File: src/rtl/fpmul_pkg.sv
// -----------------------------------------------------------------------------
// fpmul_pkg
// Shared definitions for the two-port multiplier arbiter:
//   - floating-point word field positions (data is carried untouched)
//   - number of requesters and word width
//   - tag carried alongside each operation through the multiplier pipeline
//   - round-robin pick helper used by the arbiter
// -----------------------------------------------------------------------------
package fpmul_pkg;

    // Word layout: sign in bit 0, exponent in 8:1, mantissa in 31:9
    localparam int SIGN_BIT = 0;
    localparam int EXP_LSB  = 1;
    localparam int EXP_MSB  = 8;
    localparam int MAN_LSB  = 9;
    localparam int MAN_MSB  = 31;

    localparam int WORD_W   = 32;
    localparam int NUM_REQ  = 2;

    // Tag travelling with each issued operation
    typedef struct packed {
        logic vld;
        logic id;
    } tag_t;

    // One-hot grant from eligibility; ptr selects the winner on a tie
    function automatic logic [NUM_REQ-1:0] rr_pick(input logic [NUM_REQ-1:0] elig,
                                                   input logic               ptr);
        logic [NUM_REQ-1:0] grant;
        case (elig)
            2'b01:   grant = 2'b01;
            2'b10:   grant = 2'b10;
            2'b11:   grant = ptr ? 2'b10 : 2'b01;
            default: grant = 2'b00;
        endcase
        return grant;
    endfunction

endpackage

File: src/rtl/fpmul_res_fifo.sv
// -----------------------------------------------------------------------------
// fpmul_res_fifo
// Synchronous 32-bit result FIFO with occupancy output.
// Ports:
//   clk, rst   : clock, asynchronous active-high reset (empties the FIFO)
//   push_i     : write data_i this cycle (never issued while full unless a
//                pop happens in the same cycle; the upstream credit scheme
//                guarantees this)
//   data_i     : write data
//   pop_i      : consume head entry; ignored when empty
//   data_o     : head entry, 0 when empty
//   valid_o    : FIFO non-empty
//   count_o    : number of stored entries
// -----------------------------------------------------------------------------
module fpmul_res_fifo
    import fpmul_pkg::*;
#(
    parameter int DEPTH = 2,
    parameter int CNT_W = $clog2(DEPTH + 1)
) (
    input  logic              clk,
    input  logic              rst,
    input  logic              push_i,
    input  logic [WORD_W-1:0] data_i,
    input  logic              pop_i,
    output logic [WORD_W-1:0] data_o,
    output logic              valid_o,
    output logic [CNT_W-1:0]  count_o
);

    localparam int PTR_W = (DEPTH > 1) ? $clog2(DEPTH) : 1;

    logic [WORD_W-1:0] mem_q [DEPTH];
    logic [PTR_W-1:0]  wr_ptr_q, wr_ptr_d;
    logic [PTR_W-1:0]  rd_ptr_q, rd_ptr_d;
    logic [CNT_W-1:0]  count_q, count_d;
    logic              pop_s;

    // Pointer advance with wrap at DEPTH (DEPTH need not be a power of two)
    function automatic logic [PTR_W-1:0] ptr_inc(input logic [PTR_W-1:0] p);
        logic [PTR_W-1:0] n;
        if (p == PTR_W'(DEPTH - 1)) begin
            n = {PTR_W{1'b0}};
        end else begin
            n = p + PTR_W'(1);
        end
        return n;
    endfunction

    // Next-state for pointers and occupancy; push and pop may coincide
    always_comb begin
        pop_s    = pop_i && (count_q != {CNT_W{1'b0}});
        wr_ptr_d = push_i ? ptr_inc(wr_ptr_q) : wr_ptr_q;
        rd_ptr_d = pop_s  ? ptr_inc(rd_ptr_q) : rd_ptr_q;
        case ({push_i, pop_s})
            2'b10:   count_d = count_q + CNT_W'(1);
            2'b01:   count_d = count_q - CNT_W'(1);
            default: count_d = count_q;
        endcase
    end

    // Pointer and occupancy registers
    always_ff @(posedge clk or posedge rst) begin
        if (rst) begin
            wr_ptr_q <= {PTR_W{1'b0}};
            rd_ptr_q <= {PTR_W{1'b0}};
            count_q  <= {CNT_W{1'b0}};
        end else begin
            wr_ptr_q <= wr_ptr_d;
            rd_ptr_q <= rd_ptr_d;
            count_q  <= count_d;
        end
    end

    // Storage array; contents are don't-care while the FIFO is empty
    always_ff @(posedge clk) begin
        if (push_i) begin
            mem_q[wr_ptr_q] <= data_i;
        end
    end

    // Head output forced to 0 when empty so the outputs read 0 during reset
    always_comb begin
        valid_o = (count_q != {CNT_W{1'b0}});
        count_o = count_q;
        if (valid_o) begin
            data_o = mem_q[rd_ptr_q];
        end else begin
            data_o = {WORD_W{1'b0}};
        end
    end

endmodule

File: src/rtl/fpmul_arb.sv
// -----------------------------------------------------------------------------
// fpmul_arb
// Shares one pipelined multiplier (fixed latency MUL_LAT) between two
// requesters. Round-robin arbitration, credit-gated issue so a product never
// meets a full result FIFO, tag pipeline steering products to per-requester
// result FIFOs.
// Ports:
//   clk, rst               : clock, asynchronous active-high reset
//   req_valid[1:0]         : requester i presents operands
//   req_ready[1:0]         : one-hot grant (combinational)
//   req_a0/b0, req_a1/b1   : operands of requester 0 / 1
//   mul_vld, mul_a, mul_b  : issue strobe and operands to the multiplier
//   mul_out                : multiplier product, MUL_LAT cycles after issue
//   res_valid[1:0]         : result FIFO i non-empty
//   res_ready[1:0]         : requester i consumes its head result
//   res_data0/1            : head of result FIFO 0 / 1
// -----------------------------------------------------------------------------
module fpmul_arb
    import fpmul_pkg::*;
#(
    parameter int MUL_LAT   = 2,
    parameter int RES_DEPTH = 2
) (
    input  logic               clk,
    input  logic               rst,
    input  logic [NUM_REQ-1:0] req_valid,
    output logic [NUM_REQ-1:0] req_ready,
    input  logic [WORD_W-1:0]  req_a0,
    input  logic [WORD_W-1:0]  req_b0,
    input  logic [WORD_W-1:0]  req_a1,
    input  logic [WORD_W-1:0]  req_b1,
    output logic               mul_vld,
    output logic [WORD_W-1:0]  mul_a,
    output logic [WORD_W-1:0]  mul_b,
    input  logic [WORD_W-1:0]  mul_out,
    output logic [NUM_REQ-1:0] res_valid,
    input  logic [NUM_REQ-1:0] res_ready,
    output logic [WORD_W-1:0]  res_data0,
    output logic [WORD_W-1:0]  res_data1
);

    localparam int CNT_W = $clog2(RES_DEPTH + 1);
    localparam int SUM_W = CNT_W + 1;

    logic               rr_q, rr_d;
    logic [CNT_W-1:0]   inflight_q [NUM_REQ];
    logic [CNT_W-1:0]   inflight_d [NUM_REQ];
    logic [CNT_W-1:0]   fifo_cnt_s [NUM_REQ];
    tag_t               tag_q      [MUL_LAT];
    tag_t               tag_last_s;
    logic [NUM_REQ-1:0] elig_s;
    logic [NUM_REQ-1:0] grant_s;
    logic [NUM_REQ-1:0] push_s;
    logic [NUM_REQ-1:0] pop_s;
    logic               win_id_s;
    logic [SUM_W-1:0]   used_s     [NUM_REQ];

    // Credit check and round-robin grant. Grant is held off while rst is
    // high so all combinational outputs read 0 during reset.
    always_comb begin
        for (int i = 0; i < NUM_REQ; i++) begin
            used_s[i] = SUM_W'(inflight_q[i]) + SUM_W'(fifo_cnt_s[i]);
            elig_s[i] = req_valid[i] && (used_s[i] < SUM_W'(RES_DEPTH));
        end
        if (rst) begin
            grant_s = {NUM_REQ{1'b0}};
        end else begin
            grant_s = rr_pick(elig_s, rr_q);
        end
        win_id_s  = grant_s[1];
        req_ready = grant_s;
        mul_vld   = |grant_s;
        if (grant_s[0]) begin
            mul_a = req_a0;
            mul_b = req_b0;
        end else if (grant_s[1]) begin
            mul_a = req_a1;
            mul_b = req_b1;
        end else begin
            mul_a = {WORD_W{1'b0}};
            mul_b = {WORD_W{1'b0}};
        end
        // Pointer moves to the loser after a grant
        if (mul_vld) begin
            rr_d = ~win_id_s;
        end else begin
            rr_d = rr_q;
        end
    end

    // Product steering and per-requester in-flight accounting
    always_comb begin
        tag_last_s = tag_q[MUL_LAT-1];
        pop_s      = res_valid & res_ready;
        for (int i = 0; i < NUM_REQ; i++) begin
            push_s[i] = tag_last_s.vld && (tag_last_s.id == 1'(i));
            case ({grant_s[i], push_s[i]})
                2'b10:   inflight_d[i] = inflight_q[i] + CNT_W'(1);
                2'b01:   inflight_d[i] = inflight_q[i] - CNT_W'(1);
                default: inflight_d[i] = inflight_q[i];
            endcase
        end
    end

    // Arbiter pointer, in-flight counters and tag pipeline registers
    always_ff @(posedge clk or posedge rst) begin
        if (rst) begin
            rr_q <= 1'b0;
            for (int i = 0; i < NUM_REQ; i++) begin
                inflight_q[i] <= {CNT_W{1'b0}};
            end
            for (int k = 0; k < MUL_LAT; k++) begin
                tag_q[k] <= '{vld: 1'b0, id: 1'b0};
            end
        end else begin
            rr_q <= rr_d;
            for (int i = 0; i < NUM_REQ; i++) begin
                inflight_q[i] <= inflight_d[i];
            end
            tag_q[0] <= '{vld: mul_vld, id: win_id_s};
            for (int k = 1; k < MUL_LAT; k++) begin
                tag_q[k] <= tag_q[k-1];
            end
        end
    end

    fpmul_res_fifo #(
        .DEPTH (RES_DEPTH),
        .CNT_W (CNT_W)
    ) u_fifo0 (
        .clk     (clk),
        .rst     (rst),
        .push_i  (push_s[0]),
        .data_i  (mul_out),
        .pop_i   (pop_s[0]),
        .data_o  (res_data0),
        .valid_o (res_valid[0]),
        .count_o (fifo_cnt_s[0])
    );

    fpmul_res_fifo #(
        .DEPTH (RES_DEPTH),
        .CNT_W (CNT_W)
    ) u_fifo1 (
        .clk     (clk),
        .rst     (rst),
        .push_i  (push_s[1]),
        .data_i  (mul_out),
        .pop_i   (pop_s[1]),
        .data_o  (res_data1),
        .valid_o (res_valid[1]),
        .count_o (fifo_cnt_s[1])
    );

endmodule

File: config.mk
export PLATFORM = sky130hd
export DESIGN_NAME = fpmul_arb
export DESIGN_NICKNAME = d
export VERILOG_FILES = /design/src/rtl/fpmul_pkg.sv /design/src/rtl/fpmul_res_fifo.sv /design/src/rtl/fpmul_arb.sv
export SDC_FILE = /design/constraint.sdc
export NUM_CORES = 1
export LEC_CHECK = 0
export BUFFER_PORTS_ARGS = -buffer_cell sky130_fd_sc_hd__buf_2
export CORE_AREA = 2 2 121 123
export CTS_BUF_LIST = sky130_fd_sc_hd__clkbuf_8
export CTS_CLUSTER_SIZE = 24
export DETAILED_ROUTE_END_ITERATION = 6
export DIE_AREA = 0 0 123 125
export PLACE_DENSITY = 0.83
export SLEW_MARGIN = 15
export SYNTH_ARGS = -nofsm -noshare
export SYNTH_HDL_FRONTEND = slang
export SYNTH_SLANG_ARGS = --single-unit
File: constraint.sdc
create_clock -name clk -period 3.1 [get_ports clk]
set_input_delay 0.62 -clock clk [delete_from_list [all_inputs] [get_ports clk]]
set_output_delay 0.62 -clock clk [all_outputs]
set_load 0.1 [all_outputs]
==> report_table.html <==
<table>
<tr><th>Metric</th><th>Value</th></tr>
<tr><th colspan="2">Clock tree</th></tr>
<tr><td>TritonCTS clock tree</td><td>done</td></tr>
<tr><td>Clock tree root buffer cell</td><td>sky130_fd_sc_hd__clkbuf_8</td></tr>
<tr><td>Inserted Clock Buffers</td><td>17</td></tr>
<tr><td>Clock transition time at the flip-flop clock pins of the worst setup and hold paths</td><td>0.08 ns</td></tr>
<tr><td>Number of clock sinks</td><td>145</td></tr>
<tr><td>Clock tree buffer depth</td><td>2</td></tr>
<tr><td>Latest clock arrival within the worst-skew pair</td><td>0.44 ns</td></tr>
<tr><td>Deepest level of the CTS H-tree</td><td>4</td></tr>
<tr><th colspan="2">Floorplanning</th></tr>
<tr><td>Core Region</td><td>0.0142 mm²</td></tr>
<tr><td>Starting density of the core</td><td>49.0%</td></tr>
<tr><td>Area of the die</td><td>0.0154 mm²</td></tr>
<tr><td>Width of the die</td><td>123 µm</td></tr>
<tr><td>Boundary pin count</td><td>299</td></tr>
<tr><td>Row count</td><td>44</td></tr>
<tr><td>Die H</td><td>125 µm</td></tr>
<tr><th colspan="2">Timing</th></tr>
<tr><td>Max-slew violation count</td><td>0</td></tr>
<tr><td>Max-slew headroom at the worst pin</td><td>48.1%</td></tr>
<tr><td>Final clock period utilization by the worst path</td><td>114%</td></tr>
<tr><td>Final worst setup slack</td><td>-0.447 ns</td></tr>
<tr><td>Least-Margin Pin Slew</td><td>0.779 ns</td></tr>
<tr><td>Number of setup violations in the final report</td><td>66</td></tr>
<tr><td>Highest clock frequency the design can meet</td><td>282 MHz</td></tr>
<tr><td>Final Hold Vio Count</td><td>0</td></tr>
<tr><td>Setup Skew</td><td>0.0138 ns</td></tr>
<tr><td>RSZ-0062 raised after global routing</td><td>true</td></tr>
<tr><td>Final hold slack</td><td>0.176 ns</td></tr>
<tr><td>Shortest period the worst path allows</td><td>3.55 ns</td></tr>
<tr><th colspan="2">Final layout</th></tr>
<tr><td>Number of nets in the layout</td><td>1072</td></tr>
<tr><td>Fraction of layout cells with a size suffix above 1</td><td>59.3%</td></tr>
<tr><td>Area Growth Syn to Fin</td><td>73.5%</td></tr>
<tr><th colspan="2">Worst setup path</th></tr>
<tr><td>Type of the setup path with the least slack</td><td>flip-flop to output pin</td></tr>
<tr><td>Reg-to-reg startpoint</td><td>inflight_q[2]</td></tr>
<tr><td>Required time of the critical path</td><td>2.48 ns</td></tr>
<tr><td>First element of the critical path</td><td>inflight_q[0]</td></tr>
<tr><td>Largest fanout of any net on the critical path</td><td>22</td></tr>
<tr><td>Data arrival time of the worst path</td><td>2.93 ns</td></tr>
<tr><td>Critical Path Source Type</td><td>flip-flop</td></tr>
<tr><td>Crit end category</td><td>output pin</td></tr>
<tr><td>Reg-to-reg setup timing slack</td><td>0.03 ns</td></tr>
<tr><th colspan="2">Synthesis</th></tr>
<tr><td>Fraction of synthesized cell area taken by the top area cell type</td><td>55.3%</td></tr>
<tr><td>Largest cells by area after synthesis</td><td>sky130_fd_sc_hd__edfxtp_1 (55%), sky130_fd_sc_hd__mux2i_1 (9.2%), sky130_fd_sc_hd__nand3_1 (7.1%), sky130_fd_sc_hd__dfrtp_1 (6.1%), sky130_fd_sc_hd__a21oi_1 (4.6%)</td></tr>
<tr><td>Share of the yosys chip area belonging to registers</td><td>61.4%</td></tr>
<tr><td>Post-synth ARST share</td><td>11.7%</td></tr>
<tr><td>Number of enable flip-flop cells after synthesis</td><td>128</td></tr>
<tr><td>Number of distinct library cells after synthesis</td><td>26</td></tr>
<tr><td>Multiplexer area fraction after synthesis</td><td>9.21%</td></tr>
<tr><td>Most frequent cells after synthesis</td><td>sky130_fd_sc_hd__edfxtp_1 (128), sky130_fd_sc_hd__nand3_1 (99), sky130_fd_sc_hd__nor2_1 (75)</td></tr>
<tr><td>Synthesized Nets</td><td>744</td></tr>
<tr><td>Largest family of logic cells by synthesized area</td><td>simple AND/OR/NAND/NOR gates</td></tr>
<tr><td>Number of warnings printed during yosys synthesis</td><td>0</td></tr>
<tr><td>Area share of fa/ha/maj cells after synthesis</td><td>1.30%</td></tr>
<tr><td>Cell area after technology mapping</td><td>0.00695 mm²</td></tr>
<tr><td>Top-count cell post-synth</td><td>sky130_fd_sc_hd__edfxtp_1</td></tr>
<tr><td>Ys flop type</td><td>sky130_fd_sc_hd__edfxtp_1</td></tr>
<tr><td>Average footprint of a synthesized cell</td><td>12.2 µm²</td></tr>
<tr><td>Cell type with the largest total area after synthesis</td><td>sky130_fd_sc_hd__edfxtp_1</td></tr>
<tr><td>Number of register bits inferred by synthesis</td><td>145</td></tr>
<tr><td>XOR/XNOR Fraction of Synth Area</td><td>2.02%</td></tr>
<tr><td>Share of synthesized cell area in and, or, nand and nor gates</td><td>17.0%</td></tr>
<tr><td>Synthesized instance count</td><td>572</td></tr>
<tr><td>Share of the synthesized area in compound gates (AO/OA/AOI/OAI)</td><td>4.73%</td></tr>
<tr><th colspan="2">Drt</th></tr>
<tr><td>Drt drc</td><td>0</td></tr>
<tr><td>Routed length per instance</td><td>27.6 µm</td></tr>
<tr><td>Via count</td><td>6697</td></tr>
<tr><td>Vias per Instance</td><td>6.03</td></tr>
<tr><td>Total routed wirelength</td><td>30.7 mm</td></tr>
<tr><td>Number of iterations in the first detailed-routing pass</td><td>5</td></tr>
<tr><td>Post-route ant nets</td><td>0</td></tr>
<tr><td>Initial DRC count</td><td>653</td></tr>
<tr><th colspan="2">Global routing</th></tr>
<tr><td>Total grt overflow</td><td>0</td></tr>
<tr><td>Wire length of the first global-routing pass</td><td>38.4 mm</td></tr>
<tr><td>Combined global-route utilization of all metal layers</td><td>34.4%</td></tr>
<tr><td>Pin count of the biggest net entering global routing</td><td>67</td></tr>
<tr><td>Via count of the first global-routing pass</td><td>6373</td></tr>
<tr><td>Initial antenna violation count</td><td>13</td></tr>
<tr><th colspan="2">Placement</th></tr>
<tr><td>Place WS</td><td>0.104 ns</td></tr>
<tr><td>PortBufs</td><td>298</td></tr>
<tr><td>Final Wtd Congestion</td><td>0.834</td></tr>
<tr><td>Sum of net half-perimeters after detailed placement</td><td>15.7 mm</td></tr>
<tr><th colspan="2">Run status</th></tr>
<tr><td>Violated checks</td><td>negative setup slack</td></tr>
<tr><td>Status</td><td>finished, violations left</td></tr>
<tr><th colspan="2">Job</th></tr>
<tr><td>Number of maximum-capacitance violations</td><td>0</td></tr>
<tr><th colspan="2">Min path</th></tr>
<tr><td>Hold Path Class</td><td>primary input to async pin</td></tr>
</table>
registers in the layout (all words and copies together) (netlist names), 2 cells and up:
| signal | flops |
|---|---|
| u_fifo1.mem_q | 64 |
| u_fifo0.count_o | 2 |
| u_fifo1.count_o | 2 |
| u_fifo0.mem_q | 64 |
| tag_q | 2 |
| tag_last_s | 2 |
| inflight_q | 4 |
cells in the final DEF (no fill, tap or decap), types with 2 or more instances in the layout:
master                       Yosys  routed
sky130_fd_sc_hd__a21oi_2         0       3
sky130_fd_sc_hd__a21oi_4         0      61
sky130_fd_sc_hd__and2_1          5       3
sky130_fd_sc_hd__and2_4          0       2
sky130_fd_sc_hd__buf_12          0      82
sky130_fd_sc_hd__buf_16          0       7
sky130_fd_sc_hd__buf_2          14     230
sky130_fd_sc_hd__buf_4           5      23
sky130_fd_sc_hd__buf_6           6      10
sky130_fd_sc_hd__bufinv_16       0       2
sky130_fd_sc_hd__clkbuf_16       0       4
sky130_fd_sc_hd__clkbuf_8        0      17
sky130_fd_sc_hd__clkinvlp_4      0       4
sky130_fd_sc_hd__dfrtp_1        17      15
sky130_fd_sc_hd__dfrtp_2         0       2
sky130_fd_sc_hd__diode_2         0      14
sky130_fd_sc_hd__edfxtp_1      128     128
sky130_fd_sc_hd__fa_2            0       2
sky130_fd_sc_hd__ha_1            4       4
sky130_fd_sc_hd__inv_1           6       7
sky130_fd_sc_hd__inv_2           1       2
sky130_fd_sc_hd__inv_6           0       3
sky130_fd_sc_hd__mux2i_1        64      64
sky130_fd_sc_hd__nand2_1         2       2
sky130_fd_sc_hd__nand3_1        99      59
sky130_fd_sc_hd__nand3_2        30      25
sky130_fd_sc_hd__nand3_4         0      45
sky130_fd_sc_hd__nor2_1         75      69
sky130_fd_sc_hd__nor2_2          0       3
sky130_fd_sc_hd__nor2_4          0       3
sky130_fd_sc_hd__nor3b_4         0       2
sky130_fd_sc_hd__or4b_4          1       4
sky130_fd_sc_hd__xnor2_1        10      10
sky130_fd_sc_hd__xor2_1          6       6
final timing paths:
path                                    end  cells after the start
hold / removal                inflight_q[3]                      2
min in group clk              tag_last_s[1]                      0
hold reg to reg               tag_last_s[1]                      0
setup / recovery                   mul_a[1]                      7
setup reg to reg              inflight_q[1]                     12
max in group asynchronous  u_fifo0.rd_ptr_q                      3
logic make-up after synthesis:
logic type / after synthesis
mux: 64
fa+ha+maj: 6
simple gates: 218
flops: 145
buf+inv: 58
xor+xnor: 16
compound gates: 65
stage by stage:
stage          setup TNS, ns  instance area [µm²]  util, %  instances
3_3_place_gp               0                10400     73.2       1023
4_1_cts               -10.92                11400     80.5       1078
2_1_floorplan         -0.204                 7640        -        572
3_5_place_dp               0                10400     73.2       1023
5_1_grt               -21.19                12100     84.8       1106
6_report              -17.55                12100     84.9       1110
critical path, stage by stage, from the launching register on:
cell	delay (ns)
sky130_fd_sc_hd__dfrtp_1	0.41
sky130_fd_sc_hd__and2_4	0.17
sky130_fd_sc_hd__fa_2	0.58
sky130_fd_sc_hd__nand4bb_4	0.24
sky130_fd_sc_hd__buf_12	0.21
sky130_fd_sc_hd__nand3_1	0.33
sky130_fd_sc_hd__a21oi_4	0.33
sky130_fd_sc_hd__buf_12	0.21
timing repair:
item / in CTS / in global routing
hold buffers: 0 / 0
gates resized for setup: 63 / 70
setup endpoints to repair: 66 / 67
cloned: 10 / 6
buffers inserted: 14 / 16
pin swaps: 42 / 71
layer usage:
layer | part of all wire, % | GRT usage [%]
met5 | 0.44 | 4.61
met1 | 33 | 38.4
met4 | 9.0 | 20.5
met3 | 10 | 13.2
met2 | 47 | 55.1
final cells by class:
type | count | area [µm²]
flip-flops and latches | 145 | 4270
multi-input cells | 372 | 3740
repair buffers | 357 | 3390
fillers | 666 | 2140
clock buffers | 17 | 234
well taps | 184 | 230
clock inverters | 14 | 141
diodes | 14 | 35.0
inverters | 7 | 26.3
Power is not shown: default switching activity piles up to over one toggle a cycle in this logic, so the estimate is an artifact.
